<file path="src/rtl/pid_sched.sv">
// Time-multiplexed PID scheduler: one shared compensator walks NUM_CH channels per sample tick.
// Optional PID_SCHED_SAT_EN: saturate 17-bit intermediate results instead of wrapping them.
module pid_sched #(
  parameter int NUM_CH = 4,
  parameter int SHIFT  = 2
) (
  input  logic                   clk,
  input  logic                   reset,
  input  logic                   sample_tick,
  input  logic [16*NUM_CH-1:0]   rpm_set,
  input  logic [16*NUM_CH-1:0]   rpm_sense,
  input  logic [NUM_CH-1:0]      enable_mask,
  input  logic                   clear_overrun,
  output logic [16*NUM_CH-1:0]   mot_set,
  output logic                   mot_valid,
  output logic                   busy,
  output logic                   overrun
);

  localparam logic [1:0] IDLE    = 2'd0;
  localparam logic [1:0] LOAD    = 2'd1;
  localparam logic [1:0] CALC    = 2'd2;
  localparam logic [1:0] PUBLISH = 2'd3;
  localparam int         IW      = (NUM_CH > 1) ? $clog2(NUM_CH) : 1;
  localparam logic [IW-1:0] LAST_IDX = IW'(NUM_CH - 1);

  logic [1:0]              state_r;
  logic [1:0]              state_next_s;
  logic [IW-1:0]           idx_r;
  logic signed [15:0]      set_snap_r   [NUM_CH];
  logic signed [15:0]      sense_snap_r [NUM_CH];
  logic [NUM_CH-1:0]       mask_snap_r;
  logic signed [15:0]      e_prev_r     [NUM_CH];
  logic signed [15:0]      x_prev_r     [NUM_CH];
  logic [16*NUM_CH-1:0]    mot_set_r;
  logic                    mot_valid_r;
  logic                    overrun_r;
  logic signed [15:0]      x_shift_s;
  logic signed [16:0]      e_wide_s;
  logic signed [16:0]      x_wide_s;
  logic signed [15:0]      e_new_s;
  logic signed [15:0]      x_new_s;
  logic                    drop_tick_s;

  // Narrow a 17-bit result to 16 bits: clamp when saturation is built in, otherwise wrap.
  function automatic logic signed [15:0] narrow17(input logic signed [16:0] v);
`ifdef PID_SCHED_SAT_EN
    if (v[16] != v[15]) begin
      narrow17 = v[16] ? 16'sh8000 : 16'sh7FFF;
    end else begin
      narrow17 = $signed(v[15:0]);
    end
`else
    narrow17 = $signed(v[15:0]);
`endif
  endfunction

  assign mot_set   = mot_set_r;
  assign mot_valid = mot_valid_r;
  assign busy      = (state_r != IDLE);
  assign overrun   = overrun_r;

  // Shared compensator datapath for the channel selected by idx_r.
  always_comb begin
    x_shift_s = x_prev_r[idx_r] >>> SHIFT;
    e_wide_s  = {set_snap_r[idx_r][15], set_snap_r[idx_r]}
              - {sense_snap_r[idx_r][15], sense_snap_r[idx_r]};
    x_wide_s  = {e_prev_r[idx_r][15], e_prev_r[idx_r]} + {x_shift_s[15], x_shift_s};
    e_new_s   = narrow17(e_wide_s);
    x_new_s   = narrow17(x_wide_s);
    drop_tick_s = sample_tick && (state_r != IDLE);
  end

  // Next-state logic for the sample sequencer.
  always_comb begin
    state_next_s = state_r;
    case (state_r)
      IDLE: begin
        if (sample_tick) begin
          state_next_s = LOAD;
        end else begin
          state_next_s = IDLE;
        end
      end
      LOAD: state_next_s = CALC;
      CALC: begin
        if (idx_r == LAST_IDX) begin
          state_next_s = PUBLISH;
        end else begin
          state_next_s = CALC;
        end
      end
      PUBLISH: state_next_s = IDLE;
      default: state_next_s = IDLE;
    endcase
  end

  // Sequencer state, channel index, input snapshot, publish and overrun flag.
  always_ff @(posedge clk or posedge reset) begin
    if (reset) begin
      state_r     <= IDLE;
      idx_r       <= '0;
      mask_snap_r <= '0;
      mot_set_r   <= '0;
      mot_valid_r <= 1'b0;
      overrun_r   <= 1'b0;
      for (int i = 0; i < NUM_CH; i++) begin
        set_snap_r[i]   <= 16'sd0;
        sense_snap_r[i] <= 16'sd0;
      end
    end else begin
      state_r     <= state_next_s;
      mot_valid_r <= (state_r == PUBLISH);
      if (drop_tick_s) begin
        overrun_r <= 1'b1;
      end else if (clear_overrun) begin
        overrun_r <= 1'b0;
      end
      if (state_r == LOAD) begin
        idx_r       <= '0;
        mask_snap_r <= enable_mask;
        for (int i = 0; i < NUM_CH; i++) begin
          set_snap_r[i]   <= $signed(rpm_set[16*i +: 16]);
          sense_snap_r[i] <= $signed(rpm_sense[16*i +: 16]);
        end
      end else if (state_r == CALC && idx_r != LAST_IDX) begin
        idx_r <= idx_r + 1'b1;
      end
      if (state_r == PUBLISH) begin
        for (int i = 0; i < NUM_CH; i++) begin
          mot_set_r[16*i +: 16] <= x_prev_r[i];
        end
      end
    end
  end

  // Per-channel history write-back; disabled channels are flushed to zero.
  always_ff @(posedge clk or posedge reset) begin
    if (reset) begin
      for (int i = 0; i < NUM_CH; i++) begin
        e_prev_r[i] <= 16'sd0;
        x_prev_r[i] <= 16'sd0;
      end
    end else if (state_r == CALC) begin
      if (mask_snap_r[idx_r]) begin
        e_prev_r[idx_r] <= e_new_s;
        x_prev_r[idx_r] <= x_new_s;
      end else begin
        e_prev_r[idx_r] <= 16'sd0;
        x_prev_r[idx_r] <= 16'sd0;
      end
    end
  end

endmodule
</file>
<file path="config.mk">
export PLATFORM = sky130hd
export DESIGN_NAME = pid_sched
export DESIGN_NICKNAME = d
export VERILOG_FILES = /design/src/rtl/pid_sched.sv
export SDC_FILE = /design/constraint.sdc
export NUM_CORES = 1
export LEC_CHECK = 0
export ABC_AREA = 1
export BUFFER_PORTS_ARGS = -buffer_cell sky130_fd_sc_hd__buf_2
export CORE_ASPECT_RATIO = 1.25
export CORE_UTILIZATION = 30
export CTS_CLUSTER_SIZE = 10
export DETAILED_ROUTE_END_ITERATION = 10
export GPL_TIMING_DRIVEN = 0
export PLACE_DENSITY_LB_ADDON = 0.1
export SLEW_MARGIN = 20
export SYNTH_ARGS = -nofsm -noshare
export SYNTH_HDL_FRONTEND = slang
export SYNTH_SLANG_ARGS = --single-unit
export TNS_END_PERCENT = 1
</file>
<file path="constraint.sdc">
create_clock -name clk -period 21 [get_ports clk]
set_input_delay 2.1 -clock clk [delete_from_list [all_inputs] [get_ports clk]]
set_output_delay 2.1 -clock clk [all_outputs]
set_load 0.02 [all_outputs]
</file>
==> flow_metrics.py, run 1 <==
metrics = {
    "critical_path": {
        "path_max_fanout": 10,
        "r2r_slack_ns": 16.72,
        "cp_slowest_cell": "clkbuf_1",
        "reg2regPathDepth": 12,
        "critical_path_class": "reg -> reg",
        "required_ns": 21.42,
        "crit_chain": "clkbuf_1, clkbuf_1, o21ai_0, o22ai_1, ha_1, inv_1, fa_1, nand2_1, nand2_1, and2_1, o21ai_0, o22ai_1",
        "crit_arrival_ns": 4.69,
        "reg2reg_to": "e_prev_r[20]",
        "cp_top_family": "buffers and inverters",
        "r2r-start": "idx_r[1]",
        "cp-start-kind": "flop",
        "end_kind": "flop",
        "crit_path_max_incr_delay_ns": 0.62,
        "critPathBufInv": 3,
    },
    "sta": {
        "hold_viol_final": 0,
        "tightest_slew_ns": 0.991,
        "tns_ns": 0,
        "period_share_pct": 20.4,
        "rsz0062_at_grt": "no",
        "slew_headroom_pct": 34.0,
        "clock.fmax_mhz": 234,
        "fin_crit_ns": 4.28,
        "drv_slew": 0,
        "setup_violations": 0,
        "clock_skew_ns": 0.0215,
    },
    "cells_and_area": {
        "area_growth_pct": 19.3,
        "multiInputGateArea_um2": 6760,
        "regArea_um2": 8260,
        "layout.nets": 2366,
        "drive_gt1_share_pct": 17.0,
        "diodes": 0,
        "fillCellCount": 5673,
    },
    "die": {
        "start_util_pct": 30.4,
        "io_pins": 203,
        "die_width_um": 209,
        "coreArea_um2": 52700,
        "dieArea_um2": 54300,
        "die_h_um": 260,
        "rows": 94,
    },
    "route": {
        "wl_met3_um": 2070,
        "top_layer_used": "met4",
        "wl_met2_um": 28500,
        "drcViolationCount": 0,
        "drtPass1Iterations": 5,
        "wl_met1_um": 23700,
        "drtIter0Drc": 766,
        "wl_um": 56600,
        "postRouteAntennaNets": 0,
        "via_per_inst": 4.82,
        "wl_per_cell_um": 19.7,
        "dr_total_vias": 13900,
    },
    "synthesis": {
        "ys_seq_elements": 330,
        "ys_seq_area_share_pct": 51.6,
        "yosys_warnings": 0,
        "syn_inst": 1942,
        "synth_ff_type": "dfrtp_1",
        "netlist_area_um2": 16000,
        "avgSynthCellArea_um2": 8.24,
        "synth_edf_count": 0,
        "synthArstFlopShare_pct": 100,
        "synth.distinct_cells": 26,
        "syn_nets": 2119,
    },
    "grt": {
        "antenna_found_initial": 0,
        "grt_use_total_pct": 21.3,
        "grt_pass1_vias": 14100,
        "grt_pass1_wl_um": 86100,
        "grt_max_degree": 91,
        "overflow": 0,
    },
    "cts": {
        "post_cts_buffers": 0,
        "clock_path_buffers": 3,
        "clk_latency_ns": 0.58,
        "cts-root-buf": "clkbuf_16",
        "cts_tree": "built",
        "cts.clk_slew.worst_paths_ns": 0.06,
        "htree_num_levels": 2,
        "hold_buffers": 0,
        "cts_resized": 0,
        "cts_buffers": 40,
        "cts_sinks": 330,
    },
    "worst_hold_path": {
        "min_to": "sense_snap_r[25]",
        "hold_start": "sense_snap_r[25]",
        "whs_path_depth": 2,
        "hold_class": "reg -> reg",
    },
    "placed_design": {
        "place_congestion": 0.869,
        "portBuffers": 202,
        "hpwl_um": 42500,
    },
    "job": {
        "drv_cap": 0,
    },
    "outcome": {
        "status": "completed",
    },
}
==> per-stage QoR <==
step           utilization, %  hold WS (ns)  area [um2]  cells  setup slack (ns)
3_3_place_gp             33.9         0.450       17900   2816              5.48
4_1_cts                  36.2         0.468       19100   2877             16.73
5_1_grt                  36.2         0.485       19100   2877             16.42
3_5_place_dp             34.1         0.453       17900   2819             16.74
2_1_floorplan               -         0.437       16000   1942              9.76
6_report                 36.2         0.466       19100   2877             16.72
==> cells in the mapped netlist (all sizes together), types with 34 or more instances <==
cell,instances,area (um2)
nand2,699,2650
nand4,52,325
o22ai,43,269
o21ai,238,1190
nand3,34,170
inv,131,494
a21oi,66,330
clkbuf,68,255
nor2,117,439
dfrtp,330,8260
ha,39,488
buf,36,235
mux2,64,721
==> routing by layer <==
layer	up-vias	GRT usage [%]
met5	-	0
li1	6828	-
met4	0	9.25
met2	328	37.5
met3	104	3.10
met1	6598	25.8
==> final cells by class <==
cell class                 instances  area share (%)
tap                              672            4.40
clock inverter                     4           0.393
buffer                           104            2.57
inverter                         132            2.65
multi-input combinational       1376            35.4
sequential                       330            43.2
clock buffer                      54            5.62
timing repair buffer             205            5.73
==> layout by cell type (no fill, tap or decap), types with 2 or more instances in the layout <==
master	count
nand2_1	690
dfrtp_1	330
buf_2	225
o21ai_0	201
inv_1	122
nor2_1	117
clkbuf_1	80
a21oi_1	66
mux2_2	64
nand4_1	52
o22ai_1	43
clkbuf_16	40
ha_1	39
o21ai_1	37
nand3_1	34
nand2_2	9
inv_2	7
buf_6	7
or2_2	6
nand3b_1	6
nor3_1	6
buf_4	5
and2_1	4
buf_16	3
fa_1	2
clkbuf_8	2
==> cells by family (layout without fill, tap and decap cells) <==
kind of cell | Yosys count | after routing | share of synthesized area (%)
AO/OA/AOI/OAI | 347 | 347 | 11.2
adder cells (fa/ha/maj) | 41 | 41 | 3.30
buffers and inverters | 236 | 499 | 6.18
flip-flops | 330 | 330 | 51.6
multiplexers | 64 | 64 | 4.50
AND/OR/NAND/NOR | 924 | 924 | 23.2
==> worst max-delay path by stage <==
stage / from / endpoint / cells after the start
2_1_floorplan: reset / e_prev_r[0] / 1
4_1_cts: idx_r[1] / e_prev_r[20] / 12
6_report: idx_r[1] / e_prev_r[20] / 12
3_3_place_gp: reset / mot_set[60] / 2
3_5_place_dp: idx_r[1] / e_prev_r[20] / 12
5_1_grt: idx_r[1] / e_prev_r[20] / 12
==> worst min-delay path: stages (launching register included) <==
cell and delay, ns:
dfrtp_1 0.33, nand2_1 0.05, nand2_1 0.05
==> sequential cells by signal (all words and copies together) (netlist names) <==
register      flops
idx_r             2
mot_valid         1
state_r           2
overrun           1
mot_set          64
sense_snap_r     64
x_prev_r         64
e_prev_r         64
set_snap_r       64
mask_snap_r       4
Power of run 1 is left out: the tool's default activity adds up to more than one toggle a clock period on the data nets, which glitch-free logic cannot reach.
==> inputs of run 2 (changes only) <==
==> constraint.sdc (replaced) <==
create_clock -name clk -period 4.4 [get_ports clk]
set_input_delay 0.44 -clock clk [delete_from_list [all_inputs] [get_ports clk]]
set_output_delay 0.44 -clock clk [all_outputs]
set_load 0.02 [all_outputs]
==> run 2 against run 1 <==
Compared with the run above: routed wire length grew 0.25%; first-iteration DRC count is 19% higher; global-route usage shrank 0.053 points; critical path type unchanged; non-clock buffer count grew 10; clock skew is 0.0010 ns higher.
==> flow_metrics.py, run 2 (same netlist as run 1, synthesis figures left out) <==
metrics = {
    "critical_path": {
        "critical_path_class": "reg -> reg",
        "crit_path_max_incr_delay_ns": 0.67,
        "end_kind": "flop",
        "crit_chain": "clkbuf_1, clkbuf_2, o21ai_0, o22ai_1, ha_1, or2_2, and2_1, o21ai_0, o22ai_1",
        "crit_arrival_ns": 4.54,
        "critPathBufInv": 2,
        "path_max_fanout": 10,
        "cp_slowest_cell": "o21ai_0",
        "required_ns": 4.80,
        "r2r_slack_ns": 0.26,
        "cp-start-kind": "flop",
        "cp_top_family": "compound AO/OA/AOI/OAI gates",
    },
    "route": {
        "drtPass1Iterations": 6,
        "wl_per_cell_um": 19.7,
        "via_per_inst": 4.84,
        "drcViolationCount": 0,
        "postRouteAntennaNets": 0,
        "wl_um": 56800,
        "dr_total_vias": 13900,
        "drtIter0Drc": 915,
    },
    "sta": {
        "drv_slew": 0,
        "clock.fmax_mhz": 242,
        "rsz0062_at_grt": "no",
        "clock_skew_ns": 0.0225,
        "setup_violations": 0,
        "tightest_slew_ns": 0.958,
        "hold_viol_final": 0,
        "period_share_pct": 94.0,
        "fin_crit_ns": 4.14,
        "slew_headroom_pct": 36.1,
    },
    "die": {
        "coreArea_um2": 52700,
        "start_util_pct": 30.4,
        "dieArea_um2": 54300,
        "die_h_um": 260,
        "die_width_um": 209,
        "rows": 94,
        "io_pins": 203,
    },
    "grt": {
        "grt_pass1_wl_um": 86400,
        "overflow": 0,
        "grt_max_degree": 33,
        "antenna_found_initial": 0,
        "grt_pass1_vias": 13900,
        "grt_use_total_pct": 21.2,
    },
    "cts": {
        "clock_path_buffers": 3,
        "cts-root-buf": "clkbuf_16",
        "post_cts_buffers": 0,
        "cts_sinks": 330,
        "cts_tree": "built",
        "cts.clk_slew.worst_paths_ns": 0.06,
        "cts_buffers": 39,
        "clk_latency_ns": 0.56,
        "htree_num_levels": 2,
    },
    "cells_and_area": {
        "drive_gt1_share_pct": 17.4,
        "final_cell_mix": "690 x nand2_1, 330 x dfrtp_1, 225 x buf_2",
        "area_growth_pct": 20.0,
        "final_common_cell": "nand2_1",
        "layout.nets": 2375,
        "utilization_pct": 36.5,
        "diodes": 0,
    },
    "placed_design": {
        "portBuffers": 202,
        "place_congestion": 0.878,
        "hpwl_um": 43100,
    },
    "worst_hold_path": {
        "hold_class": "in -> reg",
    },
    "outcome": {
        "status": "completed",
    },
    "job": {
        "drv_cap": 0,
    },
}
==> run 2: path summary, 6_finish.rpt <==
kind / depth (start not counted) / from / endpoint
hold reg to reg: 2 / set_snap_r[24] / set_snap_r[24]
min in group asynchronous: 3 / reset / mot_set[32]
hold / removal: 2 / clear_overrun / overrun
setup / recovery: 9 / idx_r[1] / e_prev_r[20]
max in group asynchronous: 8 / reset / e_prev_r[28]
setup reg to reg: 9 / idx_r[1] / e_prev_r[20]
==> run 2: final cells by class <==
cell class	instances	area, um2
plain buffers	104	493
clock buffers	47	1060
clock inverters	2	25.0
fillers	5662	33500
inverters	132	502
multi-input cells	1376	6760
flip-flops and latches	330	8260
well taps	672	841
repair buffers	215	1280
==> run 2: stage by stage <==
stage / instance area, um2 / hold WS (ns) / cells / setup slack (ns) / TNS [ns]
6_report: 19200 / 0.0708 / 2878 / 0.264 / 0
5_1_grt: 19200 / 0.0639 / 2878 / 0.0907 / 0
4_1_cts: 19200 / 0.0399 / 2878 / 0.0866 / 0
3_5_place_dp: 18100 / 0.389 / 2828 / 0.0981 / 0
3_3_place_gp: 17900 / 0.451 / 2816 / -2.80 / -903.51
2_1_floorplan: 16000 / 0.437 / 1942 / -0.447 / -147.40
==> run 2: timing repair <==
action,4_1_cts,5_1_grt
endpoints found under the hold margin,6,0
resized for setup,0,4
endpoints found under the setup margin,0,5
hold buffers,1,0
==> run 2: routing by layer <==
layer	vias up	part of all wire (%)	GRT usage [%]
met4	0	2.7	5.98
li1	6830	-	-
met5	-	0	0
met3	72	4.0	2.79
met1	6668	42	25.9
met2	363	51	38.9
Power of run 2 is left out for the same reason.
==> inputs of run 3 (changes only) <==
--- a/config.mk
+++ b/config.mk
@@ -8,10 +8,11 @@
 export ABC_AREA = 1
 export BUFFER_PORTS_ARGS = -buffer_cell sky130_fd_sc_hd__buf_2
 export CORE_ASPECT_RATIO = 1.25
-export CORE_UTILIZATION = 30
+export CORE_UTILIZATION = 55
 export CTS_CLUSTER_SIZE = 10
 export DETAILED_ROUTE_END_ITERATION = 10
 export GPL_TIMING_DRIVEN = 0
+export HOLD_SLACK_MARGIN = 0.15
 export PLACE_DENSITY_LB_ADDON = 0.1
 export SLEW_MARGIN = 20
 export SYNTH_ARGS = -nofsm -noshare
==> run 3 against run 2 <==
Compared with the run above: clock skew shrank 0.0011 ns; first-iteration DRC count increased by 11%; sequential share of layout area fell by 1.9 points; core utilization increased by 34 points; sequential cell count stayed put; highest routed layer unchanged.
==> flow_metrics.py, run 3 (same netlist as run 1, synthesis figures left out) <==
metrics = {
    "cts": {
        "cts.clk_slew.worst_paths_ns": 0.06,
        "cts-root-buf": "clkbuf_16",
        "cts_resized": 0,
        "cts_tree": "built",
        "post_cts_buffers": 0,
        "htree_num_levels": 2,
        "clock_path_buffers": 3,
        "cts_buffers": 39,
        "clk_latency_ns": 0.55,
        "cts_sinks": 330,
    },
    "route": {
        "via_per_inst": 5.64,
        "drcViolationCount": 0,
        "drtIter0Drc": 1018,
        "drtPass1Iterations": 5,
        "dr_total_vias": 15200,
        "wl_um": 51500,
        "wl_per_cell_um": 19.2,
        "postRouteAntennaNets": 0,
    },
    "die": {
        "dieArea_um2": 29800,
        "die_width_um": 155,
        "rows": 69,
        "die_h_um": 193,
        "coreArea_um2": 28500,
        "start_util_pct": 56.2,
        "io_pins": 203,
    },
    "sta": {
        "clock.fmax_mhz": 245,
        "clock_skew_ns": 0.0214,
        "rsz0062_at_grt": "no",
        "drv_slew": 0,
        "tightest_slew_ns": 0.837,
        "hold_viol_final": 0,
        "slew_headroom_pct": 44.2,
        "setup_violations": 0,
        "fin_crit_ns": 4.08,
        "holdWs_ns": 0.157,
        "period_share_pct": 92.6,
    },
    "worst_hold_path": {
        "whs_path_depth": 3,
        "hold_start": "rpm_set[31]",
        "hold_class": "in -> reg",
        "min_to": "set_snap_r[47]",
    },
    "critical_path": {
        "end_kind": "flop",
        "required_ns": 4.78,
        "reg2reg_to": "e_prev_r[20]",
        "crit_path_max_incr_delay_ns": 0.64,
        "critPathBufInv": 4,
        "reg2regPathDepth": 13,
        "r2r_slack_ns": 0.32,
        "critical_path_class": "reg -> reg",
        "crit_chain": "inv_2, buf_2, clkbuf_1, o21ai_0, o22ai_1, ha_1, inv_1, fa_1, nand2_1, nand2_1, and2_1, o21ai_0, o22ai_1",
        "r2r-start": "idx_r[1]",
        "cp_top_family": "buffers and inverters",
        "crit_arrival_ns": 4.46,
        "path_max_fanout": 10,
        "cp_slowest_cell": "clkbuf_1",
        "cp-start-kind": "flop",
    },
    "cells_and_area": {
        "final_common_cell": "nand2_1",
        "diodes": 0,
        "drive_gt1_share_pct": 16.3,
        "layout.nets": 2504,
        "area_growth_pct": 25.5,
        "fillCellCount": 2262,
        "final_cell_mix": "690 x nand2_1, 330 x dfrtp_1, 225 x buf_2",
    },
    "placed_design": {
        "hpwl_um": 35700,
        "place_congestion": 0.954,
        "portBuffers": 202,
    },
    "outcome": {
        "status": "completed",
    },
    "grt": {
        "antenna_found_initial": 0,
        "grt_use_total_pct": 35.6,
        "grt_pass1_vias": 15100,
        "grt_max_degree": 35,
        "grt_pass1_wl_um": 80600,
        "overflow": 0,
    },
    "job": {
        "drv_cap": 0,
    },
}
==> run 3: cell types whose count changed in the layout (fill, tap and decap cells not counted), sizes merged <==
cell | previous run | this run
clkinv | 2 | 3
bufinv | 0 | 1
buf | 250 | 249
dlygate4sd3 | 1 | 131
clkbuf | 115 | 110
==> run 3: metrics by stage <==
stage	util [%]	cells	worst slack [ns]	area [um2]	TNS [ns]
3_5_place_dp	62.1	2510	0.431	17700	0
3_3_place_gp	61.3	2499	-2.26	17500	-735.90
5_1_grt	70.5	2687	0.108	20100	0
4_1_cts	70.5	2687	0.414	20100	0
2_1_floorplan	-	1942	-0.447	16000	-147.40
6_report	70.5	2687	0.324	20100	0
==> run 3: layout make-up <==
class                   instances  area [um2]  share of cell area, %
inverters                     132         502                   2.50
well taps                     355         444                   2.21
multi-input cells            1376        6760                   33.6
clock inverters                 4        60.1                  0.299
flip-flops and latches        330        8260                   41.1
plain buffers                 104         490                   2.44
clock buffers                  42        1020                   5.07
repair buffers                344        2560                   12.7
==> run 3: worst reg2reg max path, delay by kind of cell, from the launching register on <==
family	cells	cell delay, ns
simple gates	3	0.35
compound gates	4	1.19
buf+inv	4	1.26
flops	1	0.50
fa+ha+maj	2	0.62
==> run 3: worst max path at each step <==
stage,startpoint,endpoint,slack [ns],cells after the start
floorplan,reset,e_prev_r[0],-0.45,1
global placement,reset,set_snap_r[50],-2.26,2
detailed placement,idx_r[1],e_prev_r[20],0.43,13
CTS,idx_r[1],e_prev_r[20],0.41,13
global route,idx_r[1],e_prev_r[20],0.11,13
finish,idx_r[1],e_prev_r[20],0.32,13
==> run 3: timing repair <==
action,4_1_cts,5_1_grt
setup endpoints to repair,0,0
hold buffers,131,0
endpoints found under the hold margin,149,0
==> run 3: routing by layer <==
metal | wire length [um] | part of all wire, % | track usage (%) | vias up
met4 | 3510 | 6.8 | 24.2 | 0
met2 | 25300 | 49 | 61.3 | 673
li1 | - | - | - | 7084
met5 | 0 | 0 | 0 | -
met1 | 19600 | 38 | 41.6 | 7218
met3 | 3170 | 6.2 | 4.83 | 184
Power of run 3 is left out for the same reason.
